[src/rtl/uart_rx_param.sv]
// uart_rx_param: parametrised UART receiver with 3-sample majority vote,
// false-start rejection and a valid/ready word output with error flags.
module uart_rx_param #(
    parameter int CLK_DIV   = 10416,
    parameter int DATA_BITS = 8,
    parameter int PARITY    = 0,
    parameter int STOP_BITS = 1
) (
    input  logic                 clock,
    input  logic                 rst_n,
    input  logic                 in,
    output logic [DATA_BITS-1:0] out_data,
    output logic                 out_valid,
    input  logic                 out_ready,
    output logic                 parity_err,
    output logic                 frame_err,
    output logic                 break_det,
    output logic                 overrun
);
    localparam int CW = $clog2(CLK_DIV);
    localparam int M  = CLK_DIV / 2;
    localparam int BW = $clog2(DATA_BITS);

    localparam logic [CW-1:0] S_LO   = CW'(M - 1);
    localparam logic [CW-1:0] S_MID  = CW'(M);
    localparam logic [CW-1:0] S_DEC  = CW'(M + 1);
    localparam logic [CW-1:0] S_END  = CW'(CLK_DIV - 1);
    localparam logic [BW-1:0] B_LAST = BW'(DATA_BITS - 1);

    typedef enum logic [2:0] {IDLE, START, DATA, PAR, STOP} state_t;

    state_t               state, state_n;
    logic                 sync1, line;
    logic [CW-1:0]        cnt;
    logic                 smp0, smp1, vote;
    logic [BW-1:0]        bit_idx;
    logic                 stop_idx;
    logic [DATA_BITS-1:0] shreg;
    logic                 par_bit, ferr_acc;
    logic                 dec, bend, last_stop, deliver;
    logic                 ones_odd, perr_w, ferr_w, brk_w;

    assign dec       = (cnt == S_DEC);
    assign bend      = (cnt == S_END);
    assign vote      = (smp0 & smp1) | (smp0 & line) | (smp1 & line);
    assign last_stop = (STOP_BITS == 1) || stop_idx;

    assign ones_odd = (^shreg) ^ par_bit;
    assign perr_w   = (PARITY == 1) ? ~ones_odd :
                      (PARITY == 2) ?  ones_odd : 1'b0;
    assign ferr_w   = ferr_acc | ~vote;
    assign brk_w    = (shreg == '0) && !par_bit && ferr_w;

    // Two-flop synchronizer; idles high so reset never looks like a start.
    always_ff @(posedge clock or negedge rst_n) begin
        if (!rst_n) begin
            sync1 <= 1'b1;
            line  <= 1'b1;
        end else begin
            sync1 <= in;
            line  <= sync1;
        end
    end

    // FSM state register.
    always_ff @(posedge clock or negedge rst_n) begin
        if (!rst_n) state <= IDLE;
        else        state <= state_n;
    end

    // Next state; the last stop decision rearms half a bit early.
    always_comb begin
        state_n = state;
        deliver = 1'b0;
        unique case (state)
            IDLE:  if (!line) state_n = START;
            START: begin
                if (dec && vote) state_n = IDLE;
                else if (bend)   state_n = DATA;
            end
            DATA:  if (bend && bit_idx == B_LAST)
                       state_n = (PARITY != 0) ? PAR : STOP;
            PAR:   if (bend) state_n = STOP;
            STOP:  if (dec && last_stop) begin
                       state_n = IDLE;
                       deliver = 1'b1;
                   end
            default: state_n = IDLE;
        endcase
    end

    // Bit timer, mid-bit samples and frame accumulation.
    always_ff @(posedge clock or negedge rst_n) begin
        if (!rst_n) begin
            cnt      <= '0;
            smp0     <= 1'b1;
            smp1     <= 1'b1;
            bit_idx  <= '0;
            stop_idx <= 1'b0;
            shreg    <= '0;
            par_bit  <= 1'b0;
            ferr_acc <= 1'b0;
        end else begin
            if (state == IDLE)
                cnt <= line ? '0 : CW'(1);
            else if (state_n == IDLE || bend)
                cnt <= '0;
            else
                cnt <= cnt + CW'(1);
            if (cnt == S_LO)  smp0 <= line;
            if (cnt == S_MID) smp1 <= line;
            if (state == IDLE) begin
                bit_idx  <= '0;
                stop_idx <= 1'b0;
                ferr_acc <= 1'b0;
            end
            if (state == DATA && dec)
                shreg <= {vote, shreg[DATA_BITS-1:1]};
            if (state == DATA && bend)
                bit_idx <= bit_idx + BW'(1);
            if (state == PAR && dec)
                par_bit <= vote;
            if (state == STOP && dec && !vote)
                ferr_acc <= 1'b1;
            if (state == STOP && bend)
                stop_idx <= 1'b1;
        end
    end

    // Output word holding register with overrun on a blocked delivery.
    always_ff @(posedge clock or negedge rst_n) begin
        if (!rst_n) begin
            out_data   <= '0;
            out_valid  <= 1'b0;
            parity_err <= 1'b0;
            frame_err  <= 1'b0;
            break_det  <= 1'b0;
            overrun    <= 1'b0;
        end else begin
            overrun <= 1'b0;
            if (deliver) begin
                if (!out_valid || out_ready) begin
                    out_data   <= shreg;
                    parity_err <= perr_w;
                    frame_err  <= ferr_w;
                    break_det  <= brk_w;
                    out_valid  <= 1'b1;
                end else begin
                    overrun <= 1'b1;
                end
            end else if (out_valid && out_ready) begin
                out_valid <= 1'b0;
            end
        end
    end

endmodule
[config.mk]
export PLATFORM = sky130hd
export DESIGN_NAME = uart_rx_param
export DESIGN_NICKNAME = d
export VERILOG_FILES = /design/src/rtl/uart_rx_param.sv
export SDC_FILE = /design/constraint.sdc
export NUM_CORES = 1
export LEC_CHECK = 0
export CORE_ASPECT_RATIO = 1.75
export CORE_UTILIZATION = 45
export DETAILED_ROUTE_END_ITERATION = 16
export MAX_ROUTING_LAYER = met4
export PLACE_DENSITY_LB_ADDON = 0.12
export SYNTH_ARGS = -nofsm -noshare
export SYNTH_HDL_FRONTEND = slang
export SYNTH_SLANG_ARGS = --single-unit
[constraint.sdc]
create_clock -name clock -period 2.6 [get_ports clock]
set_input_delay 0.26 -clock clock [delete_from_list [all_inputs] [get_ports clock]]
set_output_delay 0.26 -clock clock [all_outputs]
set_load 0.02 [all_outputs]
## Word level (Yosys, flattened, before mapping)

Cells that the tools add are included.

- Logic and storage cells: 78
- Output and inout bits: 13
- Bits of input ports: 4
- Flip-flop bits (word level): 46

- Bitwise operators: 7
- Reduce and logical (&&, ||, !) cells: 23
- Add/subtract/negate cells: 2
- Multiplexer cells: 21
- Eq/ne operators: 10

Operators by type and width:

| operator | count |
|---|---|
| equality test 14 x 13 -> 1 bit, second input constant | 3 |
| two-way mux 14 bit | 2 |
| two-way mux 3 bit | 8 |
| case mux 3 bit (5 select lines) | 1 |
| adder 14 x 1 -> 14 bit, second input constant | 1 |
| equality test 14 bit, second input constant | 1 |
| logical AND 1 bit | 10 |
| two-way mux 1 bit | 10 |
| zero test 8 bit | 1 |
| equality test 3 x 2 -> 1 bit, second input constant | 2 |
| equality test 3 bit, second input constant | 2 |
| zero test 3 bit | 2 |
| nonzero test 2 bit | 3 |
| AND reduction 2 bit | 2 |
| adder 3 x 1 -> 3 bit, second input constant | 1 |
| AND 1 bit | 3 |
| equality test 3 x 1 -> 1 bit, second input constant | 1 |
| zero test 1 bit | 3 |
| bitwise OR 1 bit | 3 |
| logical OR 1 bit | 2 |
| inequality test 2 x 1 -> 1 bit, second input constant | 1 |
| NOT 1 bit | 1 |

## Longest topological paths before layout

- Depth after elaboration: 10
- Gate-level depth with buffers: 9
- Depth with buffers taken out: 7

## Worst setup path after synthesis

OpenSTA, ideal clock, no wires.

- Kind: register -> register
- Start: reg cnt[0]
- End: reg cnt[4]
- Cell stages (with the launch flop): 9
- Data required time: 2529 ps
- Data arrival time: 1875 ps
- Period minus slack after synthesis: 1946 ps
- Library setup time: 71 ps
- Path buffers: 2
- Slack: 654 ps
- Path through: dfrtp_1 -> ha_1 -> and3b_1 -> and4_1 -> buf_2 -> a311o_1 -> a31o_2 -> buf_6 -> nor2_1

- Longest elaborated chain between the ends: 8
- Elaborated cells on any way between the ends: 15
- Those cells by class: 1 x add/sub; 2 x eq/ne; 8 x mux; 4 x reduce/logical

Ends and longest elaborated chain:

| item | RTL line | text |
|---|---|---|
| from (decl) | 34 | `logic [CW-1:0] cnt;` |
| from (signal assigned) | 105 | `cnt <= line ? '0 : CW'(1);` |
| from (signal assigned) | 109 | `cnt <= cnt + CW'(1);` |
| equality test 14 bit or equality test 14 x 13 -> 1 bit (tied branches) | 44, 43 |  |
| two-way mux 3 bit, or another cell as far along | 79 | `else if (bend) state_n = DATA;` |
| two-way mux 3 bit, on equally long branches | 78, 81 |  |
| case mux 3 bit (5 select lines) | 75 | `unique case (state)` |
| zero test 3 bit | 106 | `else if (state_n == IDLE \|\| bend)` |
| logical OR 1 bit | 106 |  |
| two-way mux 14 bit (*) | 106 |  |
| two-way mux 14 bit (*) | 104 | `if (state == IDLE)` |

Every way passes the cells marked *; elsewhere a longest branch is shown, timed or not.
A chain may end at the register's enable or synchronous reset.

## Worst setup path in the final report

- Start: reg cnt[6]
- End: reg out_data[1]

- Longest elaborated chain between the ends: 4

Ends and longest elaborated chain:

| item | RTL line | text |
|---|---|---|
| equality test 14 x 13 -> 1 bit | 43 | `assign dec = (cnt == S_DEC);` |
| two-way mux 1 bit | 84 | `STOP: if (dec && last_stop) begin` |
| two-way mux 1 bit | 75 |  |
| AND reduction 2 bit (no source line) | n/a |  |
| to (signal assigned) | 143 | `out_data <= shreg;` |
| to (decl) | 12 | `output logic [DATA_BITS-1:0] out_data,` |

No other way between the ends.

==> out/metrics.csv <==
stage,metric,value,unit
timing,setup_viol,0,
yosys,synth_edf_count,0,
final_layout,area_delta_synth_final,12.23,%
detailed_routing,postRouteAntennaNets,0,
power,ir_worst_vdd,0.0003111,V
grt,grt_pass1_vias,1484,
detailed_routing,drt_wl_total,3.808,mm
timing,fin_hold_ws,0.1186,ns
worst_setup_path,reg2reg_from,cnt[6],
place,place.port_buffers,15,
clocking,cts.sinks,46,
final_layout,seqCellArea,0.001156,sq mm
die,die_w,53.87,microns
place,gp_congestion,0.8835,
final_layout,stdcell_count,252,
yosys,syn_inst,186,
yosys,yosysUniqueCellTypes,35,
yosys,ys.flop_type,dfrtp_1,
yosys,yosys_warnings,0,
timing,rsz0062_at_grt,no,
worst_setup_path,crit_path_max_fanout,11,
worst_setup_path,worst_ep_required_time,2.79,ns
detailed_routing,drc,0,
die,io_pins,17,
timing,fin_skew,0.005321,ns
timing,hold_viol,0,
yosys,async_flop_share,1.000,
clocking,cts.path.max_buffers,2,
yosys,synth_top_area_share,0.4962,
detailed_routing,drt_iter0_drc,15,
clocking,cts_tree,yes,
yosys,ys_ff_latch,46,
power,design_power_total,1175,uW
worst_setup_path,path_class,reg2reg,
clocking,cts_made_buffers,5,
yosys,syn_nets,195,
detailed_routing,avgRoutedWirePerCell,15.11,microns
worst_setup_path,r2r-end,out_data[1],
final_layout,fin_nets,209,
worst_setup_path,reg2regPathDepth,4,
timing,setup_slack,0.4253,ns
outcome,status,finished clean,
timing,min_period_over_period,0.8364,
timing,tightest_slew,0.9824,ns
timing,min_period,2.175,ns
worst_setup_path,reg2reg_slack,0.43,ns
power,power_density,494.2,mW/mm^2
timing,max_slew_margin,0.3451,
final_layout,n_fill_cell,403,
yosys,yosysSeqAreaShare,0.5458,
yosys,syn-cell-area,0.002118,sq mm
final_layout,num_antenna_cells,0,
die,rows,32,
timing,fmax,459.8,MHz
worst_setup_path,arrival,2.36,ns
job,drv_cap,0,
place,dp_hpwl,2.876,mm
detailed_routing,vias,1428,
final_layout,multi_input_area,890.9,sq um
timing,fin_setup_tns,0,ns
grt,grt_overflow,0,
grt,grt_use_total,0.1809,
worst_setup_path,worst_setup_path_start_kind,flip-flop,
detailed_routing,drt_first_pass_iters,4,
timing,report.final.slew_viol_count,0,
grt,grt_max_degree,47,
place,post-place-ws,0.4200,ns
yosys,synthTopCellsByArea,"dfrtp_1, mux2_2, dfstp_2",
clocking,clockRootBuffer,clkbuf_8,
clocking,postCtsHoldBufs,0,
clocking,cts.clk_slew.worst_paths,0.08,ns
yosys,avgSynthCellArea,11.39,sq um
die,initial_core_util,0.4766,
final_layout,drive_gt1_frac,0.1741,
yosys,yosys.area.top_type,dfrtp_1,
place,dp_cells,244,
die,dieArea,0.004997,sq mm
worst_setup_path,end_kind,flip-flop,
die,coreArea,0.004444,sq mm
grt,grt_pass1_wl,6.382,mm
die,dieHeight,92.76,microns
detailed_routing,viasPerCell,5.667,
clocking,clock_latency,0.30,ns
power,leakage,0.001111,uW
clocking,post_cts_buffers,0,
clocking,post_cts_resized,0,
grt,antenna_found_initial,0,
clocking,h-tree-depth,2,
min_path,hold_class,in2async,
-- report_power, final --
group / switching (uW) / internal (uW) / leakage, uW / total [uW]
Sequential: 1.01 / 718 / 0.000604 / 719
Clock: 225 / 213 / 0.0000472 / 438
Combinational: 14.5 / 3.37 / 0.000460 / 17.8
-- metal layers --
layer	share of wire	GRT usage	vias to the layer above
met2	0.59	0.3302	23
met1	0.37	0.1633	719
li1	-	-	674
met5	0	-	-
met3	0.021	0.03612	12
met4	0.027	0.09211	0
-- state kept, by name, summed over array words and instances (netlist names) --
register,cells
frame_err,1
cnt,14
line,1
sync1,1
bit_idx,3
break_det,1
smp0,1
ferr_acc,1
overrun,1
out_valid,1
shreg,8
out_data,8
par_bit,1
state,3
smp1,1
-- synthesized netlist by cell type, types with 2 or more instances --
master    instances
a21oi_1           2
a22oi_1           2
and3_1            4
and4_1            4
buf_2             3
clkbuf_1          3
dfrtp_1          42
dfstp_2           4
ha_1              5
inv_1             7
mux2_2           20
nand2_1           9
nand2b_1          4
nand3_1           3
nand4_1           8
nand4b_1          3
nor2_1           22
nor3_1            4
nor4bb_1          3
o21ai_0           9
xnor2_1           2
xor2_1           10
-- worst max-delay path: stages, from the launching register on --
cell	delay, ns
dfrtp_1	0.47
nor4bb_1	0.33
and4_1	0.37
and3_1	0.49
mux2_2	0.39
-- cell usage in the layout (no fill, tap or decap), types with 5 or more instances in the layout --
master           instances
nor2_1                  22
ha_1                     5
xor2_1                  10
dfrtp_1                 42
o21ai_0                  9
nand2_1                  9
nand4_1                  8
mux2_2                  20
inv_1                    7
clkdlybuf4s50_1         14
clkbuf_8                 6
-- worst max-delay path by stage --
| stage | slack [ns] | endpoint | cells past startpoint | startpoint |
|---|---|---|---|---|
| final | 0.43 | out_data[1] | 4 | cnt[6] |
| after global routing | 0.26 | out_data[7] | 4 | cnt[6] |
| after CTS | 0.43 | out_data[1] | 4 | cnt[6] |
| after detailed placement | 0.42 | out_data[1] | 4 | cnt[6] |
| after global placement | 0.53 | out_data[7] | 4 | cnt[6] |
| after floorplan | 0.65 | cnt[4] | 8 | cnt[0] |
-- cell families (layout without fill, tap and decap cells) --
group / count (synthesis) / after routing / synth area share
compound gates: 15 / 15 / 0.04193
xor+xnor: 12 / 12 / 0.04962
fa+ha+maj: 6 / 6 / 0.03426
buf+inv: 15 / 30 / 0.03367
flops: 46 / 46 / 0.5458
mux: 21 / 21 / 0.1110
other cells: 1 / 1 / 0.001770
simple gates: 70 / 70 / 0.1819
-- layout make-up --
class | count | share of cell area
sequential | 46 | 0.4863
clock inverter | 2 | 0.005263
timing repair buffer | 15 | 0.06105
clock buffer | 6 | 0.03474
inverter | 7 | 0.01105
multi-input combinational | 125 | 0.3747
tap | 51 | 0.02684
-- stage by stage --
stage                     utilization  cell area, sq um
final                          0.5349              2377
after global routing           0.5349              2377
after CTS                      0.5349              2377
after detailed placement       0.5135              2282
after global placement         0.5135              2282
after floorplan                     -              2118
Power figures use the tool's default switching activity.
